### src/rtl/bram_arb_pkg.sv
`default_nettype none
// +--------------------------------------------------------------------------+
// | Package  : bram_arb_pkg                                                  |
// | Purpose  : Shared types, constants and helpers for the two-port block    |
// |            RAM arbiter (port identifiers, arbitration modes, byte-enable |
// |            to bit-mask expansion).                                       |
// | Revision : 1.0 - initial release                                         |
// +--------------------------------------------------------------------------+
package bram_arb_pkg;

  // Identifies one of the two requesters.
  typedef logic port_id_t;

  localparam port_id_t PORT0 = 1'b0;
  localparam port_id_t PORT1 = 1'b1;

  // Arbitration modes.
  localparam logic ARB_RR    = 1'b0;
  localparam logic ARB_FIXED = 1'b1;

  // Widest byte-enable vector the strobe helper handles. Callers size-cast
  // the argument up and the result down to their own data width.
  localparam int BE_MAX = 64;

  // Expands each byte enable into eight identical mask bits.
  function automatic logic [8*BE_MAX-1:0] be_to_bitmask(input logic [BE_MAX-1:0] be);
    logic [8*BE_MAX-1:0] mask;
    mask = '0;
    for (int k = 0; k < BE_MAX; k++) begin
      mask[8*k +: 8] = {8{be[k]}};
    end
    return mask;
  endfunction

endpackage
`default_nettype wire

### src/rtl/bram_port_arbiter_if.sv
`default_nettype none
// +--------------------------------------------------------------------------+
// | Interface: bram_port_arbiter_if                                          |
// | Purpose  : Bundles both requester ports and the RAM-side signals of the  |
// |            arbiter.                                                      |
// | Ports    : pN_req_valid/ready, pN_addr, pN_we, pN_be, pN_wdata,          |
// |            pN_rvalid, pN_rdata (N = 0,1); ram_cs, ram_addr, ram_we,      |
// |            ram_wstrb, ram_din, ram_dout, ram_ready.                      |
// |            slave  = arbiter view, master = requesters + RAM view.        |
// | Revision : 1.0 - initial release                                         |
// +--------------------------------------------------------------------------+
interface bram_port_arbiter_if #(
  parameter int DATA_WIDTH = 32,
  parameter int RAM_DEPTH  = 1024
);
  localparam int AW = $clog2(RAM_DEPTH);
  localparam int BW = DATA_WIDTH / 8;

  logic                  p0_req_valid;
  logic                  p0_req_ready;
  logic [AW-1:0]         p0_addr;
  logic                  p0_we;
  logic [BW-1:0]         p0_be;
  logic [DATA_WIDTH-1:0] p0_wdata;
  logic                  p0_rvalid;
  logic [DATA_WIDTH-1:0] p0_rdata;

  logic                  p1_req_valid;
  logic                  p1_req_ready;
  logic [AW-1:0]         p1_addr;
  logic                  p1_we;
  logic [BW-1:0]         p1_be;
  logic [DATA_WIDTH-1:0] p1_wdata;
  logic                  p1_rvalid;
  logic [DATA_WIDTH-1:0] p1_rdata;

  logic                  ram_cs;
  logic [AW-1:0]         ram_addr;
  logic                  ram_we;
  logic [DATA_WIDTH-1:0] ram_wstrb;
  logic [DATA_WIDTH-1:0] ram_din;
  logic [DATA_WIDTH-1:0] ram_dout;
  logic                  ram_ready;

  modport slave (
    input  p0_req_valid, p0_addr, p0_we, p0_be, p0_wdata,
    output p0_req_ready, p0_rvalid, p0_rdata,
    input  p1_req_valid, p1_addr, p1_we, p1_be, p1_wdata,
    output p1_req_ready, p1_rvalid, p1_rdata,
    output ram_cs, ram_addr, ram_we, ram_wstrb, ram_din,
    input  ram_dout, ram_ready
  );

  modport master (
    output p0_req_valid, p0_addr, p0_we, p0_be, p0_wdata,
    input  p0_req_ready, p0_rvalid, p0_rdata,
    output p1_req_valid, p1_addr, p1_we, p1_be, p1_wdata,
    input  p1_req_ready, p1_rvalid, p1_rdata,
    input  ram_cs, ram_addr, ram_we, ram_wstrb, ram_din,
    output ram_dout, ram_ready
  );

endinterface
`default_nettype wire

### src/rtl/bram_rr_arb2.sv
`default_nettype none
// +--------------------------------------------------------------------------+
// | Module   : bram_rr_arb2                                                  |
// | Purpose  : Two-way grant logic, round-robin or fixed priority, with the  |
// |            last-grant history register.                                  |
// | Ports    : clk, rst      - clock, synchronous active-high reset          |
// |            req[1:0]      - request per port                              |
// |            advance       - a grant was consumed; record it               |
// |            mode          - ARB_RR or ARB_FIXED                           |
// |            gnt[1:0]      - one-hot grant (zero when no request)          |
// | Revision : 1.0 - initial release                                         |
// +--------------------------------------------------------------------------+
module bram_rr_arb2
  import bram_arb_pkg::*;
(
  input  logic       clk,
  input  logic       rst,
  input  logic [1:0] req,
  input  logic       advance,
  input  logic       mode,
  output logic [1:0] gnt
);

  port_id_t r_last_grant;

  // Resetting to port 1 makes port 0 the winner of the first contention.
  always_ff @(posedge clk) begin
    if (rst) begin
      r_last_grant <= PORT1;
    end else if (advance) begin
      r_last_grant <= gnt[1];
    end
  end

  always_comb begin
    gnt = req;
    if (req == 2'b11) begin
      if ((mode == ARB_FIXED) || (r_last_grant == PORT1)) begin
        gnt = 2'b01;
      end else begin
        gnt = 2'b10;
      end
    end
  end

endmodule
`default_nettype wire

### src/rtl/bram_port_arbiter.sv
`default_nettype none
// +--------------------------------------------------------------------------+
// | Module   : bram_port_arbiter                                             |
// | Purpose  : Shares one single-port byte-writable block RAM between two    |
// |            requesters: per-cycle arbitration, byte-enable to bit-strobe  |
// |            expansion and routing of the 1-cycle-late read data.          |
// | Ports    : clk, rst - clock, synchronous active-high reset               |
// |            bus      - bram_port_arbiter_if.slave (both requester ports   |
// |                       and the RAM-side signals)                          |
// | Revision : 1.0 - initial release                                         |
// +--------------------------------------------------------------------------+
module bram_port_arbiter
  import bram_arb_pkg::*;
#(
  parameter int DATA_WIDTH = 32,
  parameter int RAM_DEPTH  = 1024,
  parameter int ARB_MODE   = 0
) (
  input  logic                      clk,
  input  logic                      rst,
  bram_port_arbiter_if.slave        bus
);

  localparam int   AW         = $clog2(RAM_DEPTH);
  localparam int   BW         = DATA_WIDTH / 8;
  localparam logic c_arb_mode = (ARB_MODE == 1) ? ARB_FIXED : ARB_RR;

  logic                  r_rst_q;
  logic                  r_rd_pend;
  port_id_t              r_rd_owner;

  logic                  w_open;
  logic                  w_accept;
  logic [1:0]            w_gnt;
  port_id_t              w_sel;
  logic [AW-1:0]         w_sel_addr;
  logic                  w_sel_we;
  logic [BW-1:0]         w_sel_be;
  logic [DATA_WIDTH-1:0] w_sel_wdata;
  logic                  w_rvalid0;
  logic                  w_rvalid1;

  bram_rr_arb2 u_arb (
    .clk     (clk),
    .rst     (rst),
    .req     ({bus.p1_req_valid, bus.p0_req_valid}),
    .advance (w_accept),
    .mode    (c_arb_mode),
    .gnt     (w_gnt)
  );

  // Acceptance is closed while reset is high and for the cycle right after,
  // so the requesters always see a quiet cycle when coming out of reset.
  assign w_open   = ~rst & ~r_rst_q;
  assign w_accept = (|w_gnt) & bus.ram_ready & w_open;
  assign w_sel    = w_gnt[1] ? PORT1 : PORT0;

  assign bus.p0_req_ready = w_gnt[0] & bus.ram_ready & w_open;
  assign bus.p1_req_ready = w_gnt[1] & bus.ram_ready & w_open;

  always_comb begin
    w_sel_addr  = bus.p0_addr;
    w_sel_we    = bus.p0_we;
    w_sel_be    = bus.p0_be;
    w_sel_wdata = bus.p0_wdata;
    if (w_sel == PORT1) begin
      w_sel_addr  = bus.p1_addr;
      w_sel_we    = bus.p1_we;
      w_sel_be    = bus.p1_be;
      w_sel_wdata = bus.p1_wdata;
    end
  end

  // RAM side is forced to zero whenever nothing is accepted.
  always_comb begin
    bus.ram_cs    = w_accept;
    bus.ram_addr  = '0;
    bus.ram_we    = 1'b0;
    bus.ram_din   = '0;
    bus.ram_wstrb = '0;
    if (w_accept) begin
      bus.ram_addr = w_sel_addr;
      bus.ram_we   = w_sel_we;
      bus.ram_din  = w_sel_wdata;
      if (w_sel_we) begin
        bus.ram_wstrb = DATA_WIDTH'(be_to_bitmask(BE_MAX'(w_sel_be)));
      end
    end
  end

  // Read response tracker: one outstanding read at most, since the RAM
  // answers exactly one cycle after the select.
  always_ff @(posedge clk) begin
    if (rst) begin
      r_rst_q    <= 1'b1;
      r_rd_pend  <= 1'b0;
      r_rd_owner <= PORT0;
    end else begin
      r_rst_q   <= 1'b0;
      r_rd_pend <= w_accept & ~w_sel_we;
      if (w_accept) begin
        r_rd_owner <= w_sel;
      end
    end
  end

  // Gating with rst discards a read accepted the cycle before reset.
  assign w_rvalid0 = r_rd_pend & ~rst & (r_rd_owner == PORT0);
  assign w_rvalid1 = r_rd_pend & ~rst & (r_rd_owner == PORT1);

  assign bus.p0_rvalid = w_rvalid0;
  assign bus.p1_rvalid = w_rvalid1;
  assign bus.p0_rdata  = w_rvalid0 ? bus.ram_dout : '0;
  assign bus.p1_rdata  = w_rvalid1 ? bus.ram_dout : '0;

endmodule
`default_nettype wire

### src/flat_wrapper.sv
// flat-port wrapper written by rule: the top's interface ports become plain ports
module bram_port_arbiter_flat import bram_arb_pkg::*;
#(
  parameter int DATA_WIDTH = 32,
  parameter int RAM_DEPTH  = 1024,
  parameter int ARB_MODE   = 0
)
  (clk, rst, bus_p0_req_valid, bus_p0_addr, bus_p0_we, bus_p0_be, bus_p0_wdata, bus_p0_req_ready, bus_p0_rvalid, bus_p0_rdata, bus_p1_req_valid, bus_p1_addr, bus_p1_we, bus_p1_be, bus_p1_wdata, bus_p1_req_ready, bus_p1_rvalid, bus_p1_rdata, bus_ram_cs, bus_ram_addr, bus_ram_we, bus_ram_wstrb, bus_ram_din, bus_ram_dout, bus_ram_ready);
  bram_port_arbiter_if #(.DATA_WIDTH(DATA_WIDTH), .RAM_DEPTH(RAM_DEPTH)) bus_i ();
  input  logic clk;
  input  logic rst;
  input wire logic [$bits(bus_i.p0_req_valid)-1:0] bus_p0_req_valid;
  input wire logic [$bits(bus_i.p0_addr)-1:0] bus_p0_addr;
  input wire logic [$bits(bus_i.p0_we)-1:0] bus_p0_we;
  input wire logic [$bits(bus_i.p0_be)-1:0] bus_p0_be;
  input wire logic [$bits(bus_i.p0_wdata)-1:0] bus_p0_wdata;
  output wire logic [$bits(bus_i.p0_req_ready)-1:0] bus_p0_req_ready;
  output wire logic [$bits(bus_i.p0_rvalid)-1:0] bus_p0_rvalid;
  output wire logic [$bits(bus_i.p0_rdata)-1:0] bus_p0_rdata;
  input wire logic [$bits(bus_i.p1_req_valid)-1:0] bus_p1_req_valid;
  input wire logic [$bits(bus_i.p1_addr)-1:0] bus_p1_addr;
  input wire logic [$bits(bus_i.p1_we)-1:0] bus_p1_we;
  input wire logic [$bits(bus_i.p1_be)-1:0] bus_p1_be;
  input wire logic [$bits(bus_i.p1_wdata)-1:0] bus_p1_wdata;
  output wire logic [$bits(bus_i.p1_req_ready)-1:0] bus_p1_req_ready;
  output wire logic [$bits(bus_i.p1_rvalid)-1:0] bus_p1_rvalid;
  output wire logic [$bits(bus_i.p1_rdata)-1:0] bus_p1_rdata;
  output wire logic [$bits(bus_i.ram_cs)-1:0] bus_ram_cs;
  output wire logic [$bits(bus_i.ram_addr)-1:0] bus_ram_addr;
  output wire logic [$bits(bus_i.ram_we)-1:0] bus_ram_we;
  output wire logic [$bits(bus_i.ram_wstrb)-1:0] bus_ram_wstrb;
  output wire logic [$bits(bus_i.ram_din)-1:0] bus_ram_din;
  input wire logic [$bits(bus_i.ram_dout)-1:0] bus_ram_dout;
  input wire logic [$bits(bus_i.ram_ready)-1:0] bus_ram_ready;
  assign bus_i.p0_req_valid = bus_p0_req_valid;
  assign bus_i.p0_addr = bus_p0_addr;
  assign bus_i.p0_we = bus_p0_we;
  assign bus_i.p0_be = bus_p0_be;
  assign bus_i.p0_wdata = bus_p0_wdata;
  assign bus_p0_req_ready = bus_i.p0_req_ready;
  assign bus_p0_rvalid = bus_i.p0_rvalid;
  assign bus_p0_rdata = bus_i.p0_rdata;
  assign bus_i.p1_req_valid = bus_p1_req_valid;
  assign bus_i.p1_addr = bus_p1_addr;
  assign bus_i.p1_we = bus_p1_we;
  assign bus_i.p1_be = bus_p1_be;
  assign bus_i.p1_wdata = bus_p1_wdata;
  assign bus_p1_req_ready = bus_i.p1_req_ready;
  assign bus_p1_rvalid = bus_i.p1_rvalid;
  assign bus_p1_rdata = bus_i.p1_rdata;
  assign bus_ram_cs = bus_i.ram_cs;
  assign bus_ram_addr = bus_i.ram_addr;
  assign bus_ram_we = bus_i.ram_we;
  assign bus_ram_wstrb = bus_i.ram_wstrb;
  assign bus_ram_din = bus_i.ram_din;
  assign bus_i.ram_dout = bus_ram_dout;
  assign bus_i.ram_ready = bus_ram_ready;
  bram_port_arbiter #(.DATA_WIDTH(DATA_WIDTH), .RAM_DEPTH(RAM_DEPTH), .ARB_MODE(ARB_MODE)) u_core (.clk(clk), .rst(rst), .bus(bus_i));
endmodule
### config.mk
export PLATFORM = sky130hd
export DESIGN_NAME = bram_port_arbiter_flat
export DESIGN_NICKNAME = d
export VERILOG_FILES = /design/src/rtl/bram_arb_pkg.sv /design/src/rtl/bram_port_arbiter_if.sv /design/src/rtl/bram_rr_arb2.sv /design/src/rtl/bram_port_arbiter.sv /design/src/flat_wrapper.sv
export SDC_FILE = /design/constraint.sdc
export NUM_CORES = 1
export LEC_CHECK = 0
export CORE_AREA = 2 2 108 110
export CTS_CLUSTER_SIZE = 30
export DETAILED_ROUTE_END_ITERATION = 10
export DIE_AREA = 0 0 110 112
export PLACE_DENSITY_LB_ADDON = 0.25
export SLEW_MARGIN = 20
export SYNTH_ARGS = -nofsm -noshare
export SYNTH_HDL_FRONTEND = slang
export SYNTH_SLANG_ARGS = --single-unit
### constraint.sdc
create_clock -name clk -period 2.19 [get_ports clk]
set_input_delay 0.438 -clock clk [delete_from_list [all_inputs] [get_ports clk]]
set_output_delay 0.438 -clock clk [all_outputs]
set_load 0.01 [all_outputs]
==> results.tsv, run 1 <==
metric	value	unit
status	completed	
drt pass-1 iters	4	
crit path launch	bus_ram_ready	
Hold Crit Depth	2	
Congestion Overflow GR	0	
most frequent cell after synthesis	nand2_1	
ranking of synthesized cells by area	and2_1 26%, nand2_1 20%, buf_4 17%	
antenna cells	0	
share of cells above drive strength 1	28.5	%
Clock Latency Late Sink	0.22	ns
total power	0.896	mW
Setup crit end	bus_ram_wstrb[14]	
ys async rst share	0	%
Post-Syn Area	0.00159	mm2
Clock Tree Buf Depth	2	
Fillers	1206	
proportion of netlist area held by the largest area contributor	25.6	%
endpoints failing hold	0	
Slew @ Worst Pin	0.281	ns
worst r2r src	u_core.u_arb.r_last_grant	
Die W	110	um
ANT nets after route	0	
vias in the first global route	2844	
drt first-iter violations	94	
Placed Instance Area	0.00454	mm2
nets	688	
drt total wl	9.51	mm
R2R setup slack	0.82	ns
total track usage	14.2	%
DR vias/cell	4.04	
Starting Density	14.2	%
worst hold path class	primary input to flop	
Synth Register Bits	4	
maximum vdd drop	0.183	mV
synth cell count leaders	84 x nand2_1, 65 x and2_1, 36 x a21oi_1	
Post-Synth Simple-Gate Area	52.6	%
Core Util, Final	40.7	%
achievable frequency	472	MHz
crit start category	primary input	
Final min period	2.12	ns
proportion of synthesized area in mux cells	0.629	%
total core area	0.0112	mm2
CTS Sinks	4	
Cells after Synth	274	
Adder-Cell Fraction of Synth Area	0	%
max-cap violations	0	
first-pass GRT wire length	13.9	mm
H-Tree Depth	1	
Clock transition at path regs	0.03	ns
Post-Syn Area per Cell	5.80	um2
final hold slack	0.508	ns
Slew Limit Headroom	81.2	%
worst-path fanout max	8	
CTS Buf Count	3	
Mapped Nets	405	
CTS root buf	clkbuf_16	
I/O pin count	275	
WP data arrival	1.68	ns
Crit Path Class	primary input to primary output	
Vias	2817	
RSZ-0062 raised after global routing	yes	
DRC	0	
period utilisation layout	96.8	%
Syn. warnings	0	
pwr dens	197	mW/mm2
RePlAce Congestion	0.767	
Top FF cell, synth	dfxtp_1	
CTS tree	yes	
Req. time, crit path	1.75	ns
register area share after synthesis	5.04	%
largest net degree at the start of global routing	19	
skew final	0.000162	ns
area of the die	0.0123	mm2
Final Setup Violations	0	
fin area	0.00455	mm2
distinct cell type count after synthesis	26	
Synth Area in XOR/XNOR	0	%
multi-input gate area in the final layout	0.00122	mm2
initial antenna violation count	0	
I/O Buffers	274	
Synth area leader	and2_1	
Reg2Reg Capture Point	u_core.r_rd_pend	
routed length per instance	13.6	um
crit end category	primary output	
synthesis-to-layout area growth	186	%
post-synthesis compound-gate area fraction	19.8	%
leakage power total	2.23	nW
# rows	39	
largest family of logic cells by synthesized area	simple AND/OR/NAND/NOR gates	
Post-synth EDFFs	0	
Pins Over Slew Limit	0	
post-DP HPWL	7.73	mm
die height	112	um
Reg area	80.1	um2
R2R depth	5	
## routing by layer
layer	part of all wire [%]	track usage, %
met5	0	0
met3	12	3.22
met4	1.5	3.54
met2	52	28.4
met1	35	14.1
## cells in the final DEF (no fill, tap or decap), types with 2 or more instances in the layout
cell type / n
clkdlybuf4s50_1: 126
nand2_1: 84
and2_1: 65
buf_2: 46
dlygate4sd2_1: 41
buf_4: 38
a21oi_1: 33
clkdlybuf4s15_2: 27
clkdlybuf4s15_1: 25
a21oi_2: 13
nand3_1: 8
clkbuf_2: 8
buf_6: 8
buf_12: 4
dfxtp_1: 4
clkbuf_16: 3
nor3b_4: 2
inv_1: 2
nor2_1: 2
buf_16: 2
buf_8: 2
## area by class of cell
| type | instances | area share, % |
|---|---|---|
| clock buffers | 3 | 1.65 |
| repair buffers | 327 | 65.6 |
| multi-input cells | 219 | 26.9 |
| inverters | 2 | 0.165 |
| well taps | 143 | 3.93 |
| flip-flops and latches | 4 | 1.76 |
## what timing repair did
action | CTS | global route
resized for setup | 385 | 22
gates cloned | 2 | 0
buffers inserted | 10 | 1
pin swaps | 3 | 2
hold buffers | 0 | 0
endpoints found under the setup margin | 144 | 72
## sequential cells by signal (all words and copies together), names as in the netlist
register                   count
u_core.r_rd_owner              1
u_core.r_rd_pend               1
u_core.r_rst_q                 1
u_core.u_arb.r_last_grant      1
## report_power, final
part / switching, mW / internal, mW
Sequential: 0.00363 / 0.0766
Combinational: 0.190 / 0.341
Clock: 0.0514 / 0.233
## logic make-up after synthesis
family,count (synthesis)
flip-flops,4
buffers and inverters,51
AND/OR/NAND/NOR,167
AO/OA/AOI/OAI,51
multiplexers,1
## worst max-delay path, stage by stage
cell and delay, ns:
clkdlybuf4s15_1 0.19, nor3b_4 0.24, o21ai_4 0.14, buf_12 0.17, a21oi_1 0.12, buf_4 0.15, buf_4 0.10, buf_2 0.12
## through the flow
step	instances	TNS (ns)	setup slack [ns]
6_report	698	0	0.0703
5_1_grt	698	-0.0902	-0.0237
4_1_cts	697	0	0.00472
3_5_place_dp	682	-70.98	-0.604
3_3_place_gp	682	-68.33	-0.592
2_1_floorplan	274	0	0.109
## how the worst min path moves through the flow
stage	from	end
global route	rst	u_core.r_rst_q
global placement	u_core.r_rd_owner	u_core.r_rd_owner
CTS	u_core.r_rd_owner	u_core.r_rd_owner
finish	rst	u_core.r_rst_q
floorplan	rst	u_core.r_rst_q
detailed placement	u_core.r_rd_owner	u_core.r_rd_owner
Note: power is estimated with default switching activity, not from simulation.
==> run 2: changes to the inputs <==
HOLD_SLACK_MARGIN = 0.06   (was default)
PLACE_DENSITY_LB_ADDON = 0.05   (was 0.25)
==> run 2 against run 1 <==
  * Utilization fell by 0.57 points
  * Worst hold slack got worse by 0.0069 ns
  * Power increased by 1.7%
  * Routed wire length up 3.9%
  * Via count is 1.9% lower
  * Setup slack lost 0.0053 ns
  * Clock power about the same
  * Clock skew about the same
  * Design area shrank 1.4%
  * Critical path depth shrank 2
  * Sequential cell count is the same
  * Register-to-register slack better by 0.10 ns
  * Highest routed layer is now met5
==> results.tsv, run 2 (same netlist as run 1, synthesis figures left out) <==
metric	value	unit	change
status	completed		
share of cells above drive strength 1	29.3	%	+0.85 points
Congestion Overflow GR	0		unchanged
most common cell after layout, fill and taps aside	clkdlybuf4s50_1		
routed length per instance	14.5	um	+6.4%
crit end category	primary output		
# rows	39		unchanged
Reg2Reg Capture Point	u_core.r_rd_owner		
worst hold path class	primary input to flop		
R2R depth	6		+1
crit start category	primary input		
CTS Sinks	4		unchanged
most frequent cells in the layout	126 x clkdlybuf4s50_1, 84 x nand2_1, 65 x and2_1		
Clock Latency Late Sink	0.23	ns	about the same
Final min period	2.12	ns	+0.00527 ns
antenna cells	0		unchanged
drt first-iter violations	44		-53%
drt total wl	9.89	mm	+3.9%
R2R setup slack	0.92	ns	+0.10 ns
Final Setup Violations	0		unchanged
Reg power frac	8.8	%	-0.2 points
drt pass-1 iters	4		unchanged
RePlAce Congestion	0.737		-3.9%
Logic pwr share	59.5	%	+0.2 points
pwr dens	203	mW/mm2	+3.2%
area of the die	0.0123	mm2	unchanged
post-DP HPWL	7.63	mm	-1.2%
Vias	2763		-1.9%
CTS Buf Count	3		unchanged
Core Util, Final	40.1	%	-0.57 points
maximum vdd drop	0.127	mV	-31%
Psw	0.254	mW	+3.7%
WP data arrival	1.69	ns	about the same
hold buffer count at CTS	0		unchanged
vias in the first global route	2772		-2.5%
synthesis-to-layout area growth	182	%	
initial antenna violation count	1		+1
Clock Power Share	31.6	%	-0.2 points
DRC	0		unchanged
total track usage	14.9	%	+0.78 points
Crit Path Class	primary input to primary output		
H-Tree Depth	1		unchanged
CTS root buf	clkbuf_16		
first-pass GRT wire length	14.4	mm	+3.0%
achievable frequency	471	MHz	-0.25%
ANT nets after route	0		unchanged
switching share of power	27.9	%	+0.54 points
Clock transition at path regs	0.03	ns	about the same
worst r2r src	u_core.u_arb.r_last_grant		
total core area	0.0112	mm2	unchanged
skew final	0.000201	ns	+0.0000397 ns
leakage power total	2.26	nW	+1.4%
Pins Over Slew Limit	0		unchanged
hold worst-path end	u_core.r_rst_q		
die height	112	um	unchanged
I/O pin count	275		unchanged
CTS tree	yes		
Clock Tree Buf Depth	2		unchanged
Int Pwr	0.657	mW	+0.98%
Slew @ Worst Pin	0.415	ns	+0.134 ns
DR vias/cell	4.05		+0.38%
largest net degree at the start of global routing	34		+15
Req. time, crit path	1.75	ns	about the same
period utilisation layout	97.0	%	+0.24 points
RSZ-0062 raised after global routing	yes		
endpoints failing hold	0		unchanged
Die W	110	um	unchanged
Slew Limit Headroom	72.2	%	-9.0 points
I/O Buffers	274		unchanged
nets	672		-2.3%
total power	0.912	mW	+1.7%
max-cap violations	0		unchanged
Starting Density	14.2	%	unchanged
Hold Crit Depth	2		unchanged
worst-path fanout max	8		unchanged
Hold Path Origin	rst		
==> run 2: timing repair <==
| item | CTS | global route |
|---|---|---|
| resized for setup | 392 | 58 |
| setup buffers | 10 | 0 |
| cloned | 4 | 0 |
| pin swaps | 5 | 5 |
| endpoints found under the setup margin | 144 | 133 |
==> run 2: power groups by stage <==
stage	combinational, mW	clock [mW]	sequential, mW
final	0.543	0.288	0.0804
after global routing	0.588	0.294	0.0809
after CTS	0.539	0.293	0.0804
after detailed placement	0.519	0	0.0805
after global placement	0.515	0	0.0805
after floorplan	0.156	0	0.0798
==> run 2: worst max-delay path, cell delays in order <==
cell and delay [ns]:
clkdlybuf4s15_2 0.23, buf_6 0.14, o21ai_4 0.36, buf_12 0.20
nor2_1 0.05, clkdlybuf4s15_1 0.26
==> run 2: how the worst max path moves through the flow <==
stage | slack [ns] | end | from
6_report | 0.07 | bus_ram_we | bus_p0_req_valid
5_1_grt | -0.01 | bus_ram_wstrb[3] | bus_p0_req_valid
4_1_cts | 0.004 | bus_p0_rdata[4] | rst
3_5_place_dp | -0.62 | bus_ram_wstrb[20] | bus_p0_req_valid
3_3_place_gp | -0.61 | bus_ram_addr[9] | bus_p0_req_valid
2_1_floorplan | 0.11 | bus_ram_wstrb[10] | rst
==> run 2: metal layers <==
metal | vias up | GRT usage [%] | part of all wire [%]
met4 | 2 | 4.14 | 1.7
met5 | - | 0 | 0.20
met2 | 163 | 29.6 | 54
li1 | 1379 | - | -
met3 | 14 | 3.98 | 11
met1 | 1205 | 14.7 | 33
==> run 2: final cells by class <==
cell class              count  area, um2
repair buffers            311       2880
flip-flops and latches      4       80.1
multi-input cells         219       1260
clock buffers               3       75.1
inverters                   2       7.51
well taps                 143        179
fillers                  1174       6690
==> run 2: stage by stage <==
stage               std cells  hold WS (ns)  setup TNS, ns  setup WS [ns]  cell area [um2]
floorplan                 274         0.466              0          0.109             1590
global placement          666         0.541         -69.88         -0.614             4450
detailed placement        666         0.528         -72.60         -0.621             4450
CTS                       683         0.597              0        0.00436             4420
global route              682         0.514        -0.0535        -0.0126             4480
finish                    682         0.501              0         0.0651             4480
==> run 3: changes to the inputs <==
SETUP_SLACK_MARGIN = 0.1   (was default)
==> run 3 against run 2 <==
  * Critical path depth up 3
  * Final cell count rose by 1.5%
  * Power is 1.6% higher
  * Clock-buffer cell count unchanged
  * Global-route usage hardly changed
  * Sequential cell count unchanged
  * Register-to-register slack gained 0.06 ns
  * Via count is 1.3% higher
  * Design area increased by 3.8%
  * Die area stayed put
  * Setup slack improved by 0.077 ns
  * Routed wire length about the same
  * Critical path type unchanged
  * Largest power group unchanged
==> results.tsv, run 3 (same netlist as run 1, synthesis figures left out) <==
metric	value	unit	change
worst hold path class	primary input to flop		
Core Util, Final	41.7	%	+1.5 points
multi-input gate area in the final layout	0.00127	mm2	+0.89%
total power	0.926	mW	+1.6%
critical path's slowest cell	a21boi_4		
vias in the first global route	2790		+0.65%
Crit path max-delay family	buffers and inverters		
Slew Limit Headroom	77.1	%	+4.8 points
Hold Crit Depth	2		unchanged
routed length on met2	5.33	mm	about the same
Die W	110	um	unchanged
Vias	2799		+1.3%
Congestion Overflow GR	0		unchanged
CTS Sinks	4		unchanged
CTS Buf Count	3		unchanged
Reg area	81.3	um2	+1.6%
final setup TNS	0	ns	unchanged
share of cells above drive strength 1	28.4	%	-0.90 points
Clock Tree Buf Depth	2		unchanged
Crit Path Class	primary input to primary output		
post-DP HPWL	7.63	mm	unchanged
largest net degree at the start of global routing	34		unchanged
maximum vdd drop	0.125	mV	-1.7%
top sig layer	met4		
crit start category	primary input		
first-pass GRT wire length	14.4	mm	+0.53%
R2R setup slack	0.98	ns	+0.06 ns
worst-path fanout max	8		unchanged
pre-CTS WS	-0.621	ns	unchanged
status	completed		
DR vias/cell	4.04		-0.16%
Hold Path Origin	rst		
Slew @ Worst Pin	0.344	ns	-0.0709 ns
hold buffer count at CTS	0		unchanged
crit path cell chain	buf_4, a21boi_4, buf_6, buf_12, nand3_4, a21oi_4, buf_6, buf_4, buf_6		
worst r2r src	u_core.u_arb.r_last_grant		
area of the die	0.0123	mm2	unchanged
Reg2Reg Capture Point	u_core.r_rd_owner		
period utilisation layout	93.5	%	-3.5 points
I/O Buffers	274		unchanged
achievable frequency	488	MHz	+3.8%
metal3 WL	1.10	mm	-0.99%
Final Setup Violations	0		unchanged
slowest cell delay on critical path	0.21	ns	-0.15 ns
drt first-iter violations	57		+30%
Starting Density	14.2	%	unchanged
Pins Over Slew Limit	0		unchanged
CTS tree	yes		
hold worst-path end	u_core.r_rst_q		
most common cell after layout, fill and taps aside	clkdlybuf4s50_1		
leakage power total	2.36	nW	+4.5%
synthesis-to-layout area growth	193	%	
endpoints failing hold	0		unchanged
pwr dens	199	mW/mm2	-2.1%
DRC	0		unchanged
routed length per instance	14.3	um	-1.4%
drt total wl	9.89	mm	about the same
H-Tree Depth	1		unchanged
WP buf/inv	6		+2
crit end category	primary output		
setup ws final	0.142	ns	+0.0772 ns
Worst path most repeated cell	buf_6		
antenna cells	0		unchanged
CTS root buf	clkbuf_16		
Clock Latency Late Sink	0.23	ns	about the same
# rows	39		unchanged
Clock transition at path regs	0.03	ns	about the same
I/O pin count	275		unchanged
RSZ-0062 raised after global routing	yes		
WP data arrival	1.61	ns	-0.08 ns
max-cap violations	0		unchanged
total core area	0.0112	mm2	unchanged
skew final	0.000118	ns	-0.0000828 ns
Req. time, crit path	1.75	ns	about the same
Fillers	1152		-1.9%
nets	682		+1.5%
Final min period	2.05	ns	-0.0772 ns
RePlAce Congestion	0.737		unchanged
initial antenna violation count	0		-1
R2R depth	6		unchanged
die height	112	um	unchanged
drt pass-1 iters	4		unchanged
total track usage	15.0	%	+0.034 points
ANT nets after route	0		unchanged
most frequent cells in the layout	124 x clkdlybuf4s50_1, 84 x nand2_1, 65 x and2_1		
met1 WL	3.29	mm	+0.71%
==> run 3: cell types whose count changed in the layout (fill, tap and decap cells not counted), moves of 2 or more <==
cell / delta
a21oi_1: +3
a21oi_2: -2
buf_2: -3
buf_4: +11
buf_6: +10
clkbuf_2: -11
clkdlybuf4s15_1: +13
clkdlybuf4s15_2: -11
clkdlybuf4s50_1: -2
nand3_1: -3
nand3_4: +2
==> run 3: worst max path at each step <==
stage | startpoint | endpoint | cells after the start | slack, ns
after global placement | bus_p0_req_valid | bus_ram_addr[9] | 6 | -0.61
final | bus_p0_req_valid | bus_ram_wstrb[5] | 9 | 0.14
after detailed placement | bus_p0_req_valid | bus_ram_wstrb[20] | 6 | -0.62
after floorplan | rst | bus_ram_wstrb[10] | 5 | 0.11
after global routing | bus_p0_req_valid | bus_ram_wstrb[5] | 9 | 0.05
after CTS | bus_ram_ready | bus_ram_wstrb[5] | 8 | 0.09
==> run 3: final cells by class <==
cell class                 count  share of cell area [%]
timing repair buffer         321                    65.3
multi-input combinational    219                    27.3
sequential                     4                    1.75
inverter                       2                   0.161
clock buffer                   3                    1.61
tap                          143                    3.84
==> run 3: what timing repair did <==
action / 4_1_cts / 5_1_grt
cloned: 4 / 0
gates resized for setup: 417 / 45
buffers inserted: 19 / 0
setup endpoints to repair: 144 / 93
pin swaps: 8 / 6
==> run 3: through the flow <==
step	hold WS [ns]	std cells	cell area (um2)
after detailed placement	0.528	666	4450
after global routing	0.497	692	4650
final	0.486	692	4650
after floorplan	0.466	274	1590
after CTS	0.516	692	4580
after global placement	0.541	666	4450
==> run 3: metal layers <==
layer | global-route usage [%] | up-vias
met4 | 4.14 | 0
met3 | 3.57 | 12
li1 | - | 1401
met1 | 14.7 | 1221
met5 | 0 | -
met2 | 29.9 | 165
==> run 3: power breakdown <==
| part | internal [mW] | leakage (nW) | switching (mW) | total [mW] |
|---|---|---|---|---|
| sequential | 0.0769 | 0.0325 | 0.00380 | 0.0807 |
| combinational | 0.359 | 2.29 | 0.198 | 0.557 |
| clock | 0.234 | 0.0370 | 0.0551 | 0.289 |
| total | 0.669 | 2.36 | 0.257 | 0.926 |
